## config.mk

```make
export PLATFORM = sky130hd
export DESIGN_NAME = neuron_sequencer
export DESIGN_NICKNAME = d
export VERILOG_FILES = /design/src/rtl/neuron_sequencer.sv
export SDC_FILE = /design/constraint.sdc
export NUM_CORES = 1
export LEC_CHECK = 0
export ABC_CLOCK_PERIOD_IN_PS = 2550
export CORE_MARGIN = 2
export CORE_UTILIZATION = 47
export CTS_CLUSTER_DIAMETER = 50
export DETAILED_ROUTE_END_ITERATION = 7
export GPL_TIMING_DRIVEN = 0
export PLACE_DENSITY = 0.83
export SLEW_MARGIN = 20
export SYNTH_ARGS = -nofsm -noshare
export SYNTH_HDL_FRONTEND = slang
export SYNTH_SLANG_ARGS = --single-unit
```

## constraint.sdc

```tcl
create_clock -name clk -period 2.55 [get_ports clk]
set_clock_uncertainty 0.2 [all_clocks]
set_input_delay 0.51 -clock clk [delete_from_list [all_inputs] [get_ports clk]]
set_output_delay 0.51 -clock clk [all_outputs]
set_load 0.1 [all_outputs]
```

## src/rtl/neuron_sequencer.sv

```systemverilog
// rtl/neuron_sequencer.sv - inference-pass sequencer for pixel/weight fetch, pipeline drain and result capture
// Optional cycle counter output calc_cycles enabled by defining CALC_CYCLE_CNT_EN.
module neuron_sequencer #(
  parameter int Amba_Addr_Depth = 13,
  parameter int Num_Words       = 4096,
  parameter int Pipe_Latency    = 3,
  parameter int Acc_Width       = 64
) (
  input  logic                        clk,
  input  logic                        rst,
  input  logic                        start,
  input  logic [Amba_Addr_Depth-1:0]  PADDR,
  input  logic signed [Acc_Width-1:0] acc_val,
  input  logic                        cat_bit,
  output logic [Amba_Addr_Depth-1:0]  mem_address,
  output logic                        en_read,
  output logic                        finish_calc,
  output logic                        busy,
  output logic                        done,
  output logic signed [Acc_Width-1:0] last_result,
`ifdef CALC_CYCLE_CNT_EN
  output logic [31:0]                 calc_cycles,
`endif
  output logic                        last_out
);

  localparam int CW = Amba_Addr_Depth + 1;
  localparam int DW = $clog2(Pipe_Latency + 2);
  localparam logic [CW-1:0] LAST_ADDR = CW'(Num_Words);
  localparam logic [DW-1:0] DRAIN_INIT = DW'(Pipe_Latency);

  typedef enum logic [2:0] {
    IDLE    = 3'd0,
    FETCH   = 3'd1,
    DRAIN   = 3'd2,
    CAPTURE = 3'd3,
    RESULT  = 3'd4,
    HOLD    = 3'd5
  } state_t;

  state_t                        state, state_d;
  logic [CW-1:0]                 addr_cnt, addr_d;
  logic [DW-1:0]                 drain_cnt, drain_d;
  logic [Amba_Addr_Depth-1:0]    mem_d;
  logic                          en_d, fin_d, done_d, busy_d, out_d;
  logic signed [Acc_Width-1:0]   res_d;

  always_comb begin
    state_d = state;
    addr_d  = addr_cnt;
    drain_d = drain_cnt;
    mem_d   = mem_address;
    en_d    = 1'b0;
    fin_d   = 1'b0;
    done_d  = 1'b0;
    res_d   = last_result;
    out_d   = last_out;
    case (state)
      IDLE: begin
        mem_d  = PADDR;
        addr_d = CW'(1);
        if (start) state_d = FETCH;
      end
      FETCH: begin
        if (!start) begin
          state_d = IDLE;
        end else begin
          en_d   = 1'b1;
          mem_d  = addr_cnt[Amba_Addr_Depth-1:0];
          addr_d = addr_cnt + CW'(1);
          if (addr_cnt == LAST_ADDR) begin
            state_d = (Pipe_Latency == 0) ? CAPTURE : DRAIN;
            drain_d = DRAIN_INIT;
          end
        end
      end
      DRAIN: begin
        if (!start) begin
          state_d = IDLE;
        end else begin
          drain_d = drain_cnt - DW'(1);
          if (drain_cnt <= DW'(1)) state_d = CAPTURE;
        end
      end
      CAPTURE: begin
        if (!start) begin
          state_d = IDLE;
        end else begin
          fin_d   = 1'b1;
          res_d   = acc_val;
          state_d = RESULT;
        end
      end
      RESULT: begin
        // A pass that reached RESULT always reports, even if start just dropped.
        out_d   = cat_bit;
        done_d  = 1'b1;
        state_d = start ? HOLD : IDLE;
      end
      HOLD: begin
        if (!start) state_d = IDLE;
      end
      default: state_d = IDLE;
    endcase
    busy_d = (state_d == FETCH) || (state_d == DRAIN) ||
             (state_d == CAPTURE) || (state_d == RESULT);
  end

  always_ff @(posedge clk) begin
    if (!rst) begin
      state       <= IDLE;
      addr_cnt    <= CW'(1);
      drain_cnt   <= '0;
      mem_address <= '0;
      en_read     <= 1'b0;
      finish_calc <= 1'b0;
      busy        <= 1'b0;
      done        <= 1'b0;
      last_result <= '0;
      last_out    <= 1'b0;
    end else begin
      state       <= state_d;
      addr_cnt    <= addr_d;
      drain_cnt   <= drain_d;
      mem_address <= mem_d;
      en_read     <= en_d;
      finish_calc <= fin_d;
      busy        <= busy_d;
      done        <= done_d;
      last_result <= res_d;
      last_out    <= out_d;
    end
  end

`ifdef CALC_CYCLE_CNT_EN
  always_ff @(posedge clk) begin
    if (!rst) begin
      calc_cycles <= '0;
    end else if (state == IDLE && state_d == FETCH) begin
      calc_cycles <= '0;
    end else if (busy && calc_cycles != 32'hFFFF_FFFF) begin
      calc_cycles <= calc_cycles + 32'd1;
    end
  end
`endif

endmodule

```

==> results of run 1 <==
==> synthesized netlist by cell type (all sizes together) (5+ instances only) <==
library cell / n / share of area (%)
a21boi: 66 / 12
a21oi: 7 / 0.83
and2: 5 / 0.77
and3: 10 / 1.6
buf: 14 / 2.1
clkbuf: 20 / 2.3
dfxtp: 102 / 49
inv: 6 / 0.54
mux2i: 14 / 3.3
nand2: 154 / 14
nand3: 8 / 1.2
nand4: 7 / 1.0
nor2: 15 / 1.3
o211a: 13 / 3.1
o31ai: 5 / 0.89
==> final timing paths <==
| check | end | slack [ns] | cells past startpoint |
|---|---|---|---|
| worst min register to register | last_result[58] | 0.26 | 2 |
| worst max-delay path | last_result[10] | 0.23 | 1 |
| worst min-delay path | last_result[58] | 0.26 | 2 |
| worst max register to register | addr_cnt[12] | 0.57 | 5 |
==> layout make-up <==
| type | instances | area (µm²) |
|---|---|---|
| plain buffers | 34 | 181 |
| clock buffers | 9 | 124 |
| clock inverters | 7 | 58.8 |
| fillers | 739 | 2590 |
| inverters | 6 | 22.5 |
| multi-input cells | 340 | 1960 |
| flip-flops and latches | 102 | 2040 |
| well taps | 108 | 135 |
| repair buffers | 161 | 1560 |
==> metrics by stage <==
step	utilization (%)	area, µm²	hold slack, ns	total power [mW]
2_1_floorplan	-	4210	0.252	1.86
3_3_place_gp	68.6	5950	0.249	2.03
3_5_place_dp	68.6	5950	0.256	2.04
4_1_cts	69.7	6050	0.267	2.96
5_1_grt	70.1	6080	0.284	3.04
6_report	70.1	6080	0.262	2.94
==> registers in the layout, indices dropped and copies added, names as in the netlist <==
register,count
last_result,64
finish_calc,1
busy,1
en_read,1
mem_address,13
addr_cnt,14
done,1
state,3
last_out,1
drain_cnt,3
==> timing repair <==
action	CTS	global route
resized for setup	68	14
pin swaps	0	0
setup endpoints to repair	68	14
==> routing by layer <==
metal	vias to the layer above	GRT usage [%]	routed length, µm
met2	143	42.2	5660
met4	0	4.64	72
met5	-	0	0
li1	1960	-	-
met3	10	4.54	741
met1	1827	28.2	4920
==> power by group through the flow <==
stage / registers (mW) / logic [mW] / clock network [mW]
2_1_floorplan: 1.77 / 0.0871 / 0
3_3_place_gp: 1.66 / 0.376 / 0
3_5_place_dp: 1.66 / 0.379 / 0
4_1_cts: 1.62 / 0.371 / 0.971
5_1_grt: 1.62 / 0.390 / 1.03
6_report: 1.62 / 0.369 / 0.956
==> kinds of logic after synthesis <==
kind of cell	count (synthesis)	synth area share (%)
compound gates	98	17.7
fa+ha+maj	4	1.19
flops	102	48.6
xor+xnor	7	1.46
simple gates	217	22.9
buf+inv	40	4.85
mux	14	3.33
==> impl_metrics.env, run 1 <==
export IMPL_run_status="completed"
export IMPL_setup_tns_ns=0
export IMPL_postSynth_asyncResetShare_pct=0
export IMPL_drt_iter0_drc=140
export IMPL_slew_violations=0
export IMPL_crit_path_cell_trace="dlygate4sd2_1"
export IMPL_dp_cells=751
export IMPL_worstMarginPinSlew_ns=1.01
export IMPL_min_delay_start="last_result[58]"
export IMPL_critPathArrivalTime_ns=1.61
export IMPL_num_vias=3940
export IMPL_port_buffers=161
export IMPL_grt_pass1_vias=3795
export IMPL_start_util_pct=48.5
export IMPL_drt_total_wl_um=11400
export IMPL_dr_pass1_iters=4
export IMPL_drc=0
export IMPL_ys_flop_type="dfxtp_1"
export IMPL_hp_class="flip-flop to flip-flop"
export IMPL_cts_buffers=9
export IMPL_cts_root_buf="clkbuf_8"
export IMPL_final_cells=767
export IMPL_path_buf_inv=1
export IMPL_hold_violations=0
export IMPL_cts_tree="yes"
export IMPL_cpMaxStageDelayCell="dlygate4sd2_1"
export IMPL_routedWlPerCell_um=14.9
export IMPL_gp_congestion=0.837
export IMPL_dp_hpwl_um=8750
export IMPL_synth_cell_types=40
export IMPL_yosysWarnings=0
export IMPL_fmax_mhz=431
export IMPL_core_area_um2=8680
export IMPL_vdd_drop_max_mv=0.444
export IMPL_intPower_mw=2.15
export IMPL_grt_first_pass_wirelength_um=18500
export IMPL_synthesis_nets=567
export IMPL_post_place_ws_ns=0.0745
export IMPL_antenna_found_initial=0
export IMPL_post_cts_setup_buffer_count=0
export IMPL_clkLatencyLatePin_ns=0.36
export IMPL_grtUsageTotal_pct=23.1
export IMPL_critPathLaunchType="flip-flop"
export IMPL_combPwrFrac_pct=12.5
export IMPL_rsz0062_at_grt="false"
export IMPL_syn_area_um2=4210
export IMPL_viasPerCell=5.14
export IMPL_layout_min_cycle_time_ns=2.32
export IMPL_final_layout_size_suffix_gt1_share_pct=5.61
export IMPL_setup_slack_ns=0.229
export IMPL_fp_row_count=34
export IMPL_p_leak_nw=2.80
export IMPL_endpoint_kind="output pin"
export IMPL_p_sw_mw=0.796
export IMPL_final_cell_mix="154 x nand2_1, 102 x dfxtp_1, 79 x clkdlybuf4s50_1"
export IMPL_die_w_um=98.6
export IMPL_cts_hold_fix_buffers=0
export IMPL_die_h_um=98.6
export IMPL_syn_inst=482
export IMPL_ys_ff_latch=102
export IMPL_ant_nets=0
export IMPL_cts_sinks=102
export IMPL_antenna_cells=0
export IMPL_setup_violations=0
export IMPL_mostFrequentLayoutCell="nand2_1"
export IMPL_required_ns=1.84
export IMPL_crit_type="flip-flop to output pin"
export IMPL_overflow=0
export IMPL_p_clk_share_pct=32.5
export IMPL_grt_max_degree=19
export IMPL_swShare_pct=27.0
export IMPL_area_delta_synth_final_pct=44.7
export IMPL_top_level_ports=163
export IMPL_cts_max_level=3
export IMPL_pwr_share_seq_pct=55.0
export IMPL_synth_edf_count=0
export IMPL_max_cap_violations=0
export IMPL_maxSlewHeadroom_pct=33.1
export IMPL_cp_max_fo=2
export IMPL_post_route_period_util_pct=91.0
export IMPL_syn_mean_instance_area_um2=8.72
export IMPL_clk_path_buf_depth=2
export IMPL_power_density_nw_per_um2=484
export IMPL_clkTransAtPathRegs_ns=0.10
export IMPL_finalNetCount=739
export IMPL_r2r_start="addr_cnt[1]"
export IMPL_cp_top_family="buffers and inverters"
export IMPL_dieArea_um2=9720
export IMPL_crit_path_start="last_result[10]"
export IMPL_max_stage_delay_ns=0.88
export IMPL_seq_area_frac_synth_pct=48.6
Power figures use the tool's default switching activity.
==> run 2: changes to the inputs <==
CAP_MARGIN = 0   (was not set)
CORE_UTILIZATION = 31   (was 47)
PLACE_DENSITY = 0.58   (was 0.83)
==> impl_metrics.env, run 2 (synthesized netlist as in run 1, its figures left out) <==
export IMPL_gp_congestion=0.778
export IMPL_core_area_um2=13200
export IMPL_required_ns=1.84
export IMPL_grt_first_pass_wirelength_um=19000
export IMPL_die_w_um=120
export IMPL_dr_pass1_iters=4
export IMPL_cts_root_buf="clkbuf_16"
export IMPL_rsz0062_at_grt="false"
export IMPL_post_place_ws_ns=0.103
export IMPL_slew_violations=0
export IMPL_crit_path_start="last_result[7]"
export IMPL_whs_ns=0.261
export IMPL_viasPerCell=4.59
export IMPL_overflow=0
export IMPL_power_density_nw_per_um2=545
export IMPL_final_area_um2=6380
export IMPL_drt_iter0_drc=143
export IMPL_p_leak_nw=3.06
export IMPL_maxSlewHeadroom_pct=33.4
export IMPL_largest_reg_flops=64
export IMPL_cts_max_level=3
export IMPL_cts_tree="yes"
export IMPL_vdd_drop_max_mv=0.341
export IMPL_grt_max_degree=17
export IMPL_setup_violations=0
export IMPL_die_h_um=120
export IMPL_crit_type="flip-flop to output pin"
export IMPL_post_route_period_util_pct=99.1
export IMPL_start_util_pct=31.8
export IMPL_max_stage_delay_ns=1.13
export IMPL_num_vias=3836
export IMPL_grt_pass1_vias=3744
export IMPL_final_cell_mix="154 x nand2_1, 102 x dfxtp_1, 84 x clkdlybuf4s50_1"
export IMPL_drt_total_wl_um=11800
export IMPL_seq_area_um2=2040
export IMPL_place_area_um2=6040
export IMPL_largest_register="last_result"
export IMPL_drc=0
export IMPL_dieArea_um2=14500
export IMPL_setup_tns_ns=0
export IMPL_critPathArrivalTime_ns=1.82
export IMPL_top_level_ports=163
export IMPL_cts_buffers=9
export IMPL_cts_sinks=102
export IMPL_port_buffers=161
export IMPL_cpMaxStageDelayCell="clkdlybuf4s50_1"
export IMPL_run_status="completed"
export IMPL_fmax_mhz=396
export IMPL_worstMarginPinSlew_ns=1.00
export IMPL_ant_nets=0
export IMPL_hold_violations=0
export IMPL_layout_min_cycle_time_ns=2.53
export IMPL_antenna_found_initial=0
export IMPL_final_layout_size_suffix_gt1_share_pct=5.61
export IMPL_routedWlPerCell_um=14.2
export IMPL_fillers=1316
export IMPL_setup_slack_ns=0.0229
export IMPL_hp_class="flip-flop to flip-flop"
export IMPL_max_cap_violations=0
export IMPL_antenna_cells=0
export IMPL_fp_row_count=42
export IMPL_mostFrequentLayoutCell="nand2_1"
export IMPL_clkLatencyLatePin_ns=0.35
export IMPL_min_delay_start="last_result[21]"
export IMPL_clk_path_buf_depth=2
export IMPL_grtUsageTotal_pct=16.6
export IMPL_cp_max_fo=2
export IMPL_dp_hpwl_um=8960
export IMPL_cts_hold_fix_buffers=0
export IMPL_fin_util_pct=48.1
export IMPL_endpoint_kind="output pin"
export IMPL_cp_top_family="buffers and inverters"
export IMPL_r2r_start="state[1]"
export IMPL_critPathLaunchType="flip-flop"
export IMPL_top_regs="last_result (64), addr_cnt (14), mem_address (13)"
export IMPL_finalNetCount=739
export IMPL_area_delta_synth_final_pct=51.6
export IMPL_clkTransAtPathRegs_ns=0.07
export IMPL_multi_input_area_um2=1960
export IMPL_crit_path_cell_trace="clkdlybuf4s50_1"
export IMPL_path_buf_inv=1
## run 2: cell types whose count changed in the layout (fill, tap and decap cells not counted), sizes merged
cell | previous run | this run
bufinv | 0 | 2
clkbuf | 29 | 30
clkdlybuf4s50 | 79 | 84
clkinv | 4 | 3
clkinvlp | 1 | 0
dlygate4sd2 | 68 | 47
dlymetal6s2s | 14 | 30
inv | 8 | 7
## run 2: per-layer routing
metal  track usage, %  wire length [µm]
met4             6.76               182
met3             4.43               855
met2             27.2              5430
met5                0                 0
met1             20.6              5380
## run 2: report_power, final
part,switching [mW],internal (mW),leakage [nW],total [mW]
registers,0.00978,1.61,0.825,1.62
clock network,0.596,0.885,0.163,1.48
logic,0.199,0.171,2.07,0.370
## run 2: timing repair
item	4_1_cts	5_1_grt
pin swaps	0	0
endpoints found under the setup margin	47	30
resized for setup	47	30
buffers inserted	0	0
## run 2: worst paths after layout
check | slack, ns | depth (start not counted) | endpoint
worst max-delay path | 0.02 | 1 | last_result[7]
worst min-delay path | 0.26 | 2 | last_result[21]
worst max register to register | 0.51 | 5 | last_result[9]
worst min register to register | 0.26 | 2 | last_result[21]
## run 2: per-stage QoR
stage,power (mW),std cells
finish,3.47,835
global route,3.61,835
CTS,3.53,835
detailed placement,2.04,819
global placement,2.04,819
floorplan,1.86,482
## run 2: layout make-up
| cell class | count | area share [%] |
|---|---|---|
| repair buffers | 161 | 25.5 |
| inverters | 6 | 0.353 |
| flip-flops and latches | 102 | 32.0 |
| plain buffers | 34 | 2.85 |
| well taps | 176 | 3.45 |
| clock buffers | 10 | 3.75 |
| multi-input cells | 340 | 30.7 |
| clock inverters | 6 | 1.31 |
==> run 3: changes to the inputs <==
ABC_CLOCK_PERIOD_IN_PS = 2100   (was 2550)
PLACE_DENSITY = 0.6   (was 0.58)
clock period = 2.1 ns   (was 2.55 ns; I/O delays follow)
==> impl_metrics.env, run 3 (synthesized netlist as in run 1, its figures left out) <==
export IMPL_cpMaxStageDelayCell="clkdlybuf4s50_1"
export IMPL_drt_total_wl_um=11800
export IMPL_dr_pass1_iters=4
export IMPL_core_area_um2=13200
export IMPL_finalNetCount=739
export IMPL_drt_iter0_drc=113
export IMPL_cts_buffers=9
export IMPL_cts_sinks=102
export IMPL_cts_max_level=3
export IMPL_cts_tree="yes"
export IMPL_slew_violations=0
export IMPL_die_h_um=120
export IMPL_viasPerCell=4.57
export IMPL_start_util_pct=31.8
export IMPL_setup_violations=0
export IMPL_worstMarginPinSlew_ns=0.579
export IMPL_place_area_um2=6040
export IMPL_area_delta_synth_final_pct=52.4
export IMPL_largest_reg_flops=64
export IMPL_largest_register="last_result"
export IMPL_required_ns=2.18
export IMPL_routedWlPerCell_um=14.2
export IMPL_rsz0062_at_grt="true"
export IMPL_grt_first_pass_wirelength_um=18900
export IMPL_clk_path_buf_depth=2
export IMPL_clkLatencyLatePin_ns=0.34
export IMPL_fmax_mhz=487
export IMPL_cts_root_buf="clkbuf_16"
export IMPL_fp_row_count=42
export IMPL_crit_type="input pin to flip-flop"
export IMPL_vdd_drop_max_mv=0.358
export IMPL_clkTransAtPathRegs_ns=0.06
export IMPL_grtUsageTotal_pct=16.6
export IMPL_port_buffers=161
export IMPL_cp_max_fo=10
export IMPL_final_layout_size_suffix_gt1_share_pct=18.1
export IMPL_hold_violations=0
export IMPL_drc=0
export IMPL_top_level_ports=163
export IMPL_endpoint_kind="flip-flop"
export IMPL_maxSlewHeadroom_pct=61.6
export IMPL_layout_min_cycle_time_ns=2.05
export IMPL_top_regs="last_result (64), addr_cnt (14), mem_address (13)"
export IMPL_grt_pass1_vias=3758
export IMPL_post_route_period_util_pct=97.7
export IMPL_power_mw=3.94
export IMPL_dieArea_um2=14500
export IMPL_final_cell_mix="154 x nand2_1, 102 x dfxtp_1, 82 x clkdlybuf4s15_2"
export IMPL_antenna_cells=0
export IMPL_ctsResizeCount=247
export IMPL_hp_class="flip-flop to flip-flop"
export IMPL_critPathLaunchType="input pin"
export IMPL_antenna_found_initial=0
export IMPL_overflow=0
export IMPL_final_area_um2=6410
export IMPL_gp_congestion=0.760
export IMPL_power_density_nw_per_um2=615
export IMPL_cts_hold_fix_buffers=0
export IMPL_grt_max_degree=16
export IMPL_crit_path_cell_trace="clkdlybuf4s50_1 -> nand2b_1 -> buf_6 -> nand3_1 -> or4_1 -> a21oi_1"
export IMPL_ant_nets=0
export IMPL_fin_util_pct=48.4
export IMPL_r2r_setup_slack_ns=0.16
export IMPL_num_vias=3809
export IMPL_post_cts_setup_buffer_count=0
export IMPL_die_w_um=120
export IMPL_mostFrequentLayoutCell="nand2_1"
export IMPL_max_stage_delay_ns=0.55
export IMPL_dp_hpwl_um=9050
export IMPL_run_status="completed"
export IMPL_critPathArrivalTime_ns=2.13
export IMPL_max_cap_violations=0
export IMPL_p_leak_nw=2.30
==> run 3: area by class of cell <==
cell class / instances / area [µm²]
buffer: 34 / 184
tap: 176 / 220
multi-input combinational: 340 / 1970
clock buffer: 12 / 236
sequential: 102 / 2040
fill: 1322 / 6840
inverter: 6 / 22.5
clock inverter: 3 / 21.3
timing repair buffer: 161 / 1710
==> run 3: path summary, 6_finish.rpt <==
check,startpoint,endpoint,cells past startpoint
worst min-delay path,last_result[55],last_result[55],2
worst min register to register,last_result[55],last_result[55],2
worst max-delay path,start,addr_cnt[12],6
worst max register to register,state[0],mem_address[9],7
==> run 3: worst max-delay path, delay by kind of cell <==
kind	cells	cell delay, ns
buf+inv	2	0.70
compound gates	1	0.15
simple gates	3	0.86
==> run 3: layer usage <==
metal  vias up  wire (µm)  track usage, %
met5         -          0               0
met4         0        203            6.10
met3        14        805            4.43
met2       111       5600            28.4
met1      1723       5220            19.8
li1       1961          -               -
==> run 3: through the flow <==
stage | hold WS [ns] | instances | setup WS [ns] | setup TNS [ns]
3_5_place_dp | 0.257 | 819 | -0.274 | -12.48
4_1_cts | 0.267 | 834 | 0.0667 | 0
6_report | 0.263 | 834 | 0.0484 | 0
5_1_grt | 0.284 | 834 | -0.0371 | -0.0709
3_3_place_gp | 0.250 | 819 | -0.254 | -9.05
2_1_floorplan | 0.252 | 482 | 0.391 | 0
==> run 3: where the power goes <==
part	internal, mW	switching [mW]	total, mW
Combinational	0.214	0.243	0.457
Clock	0.801	0.709	1.51
Sequential	1.96	0.0141	1.97
Total	2.97	0.967	3.94
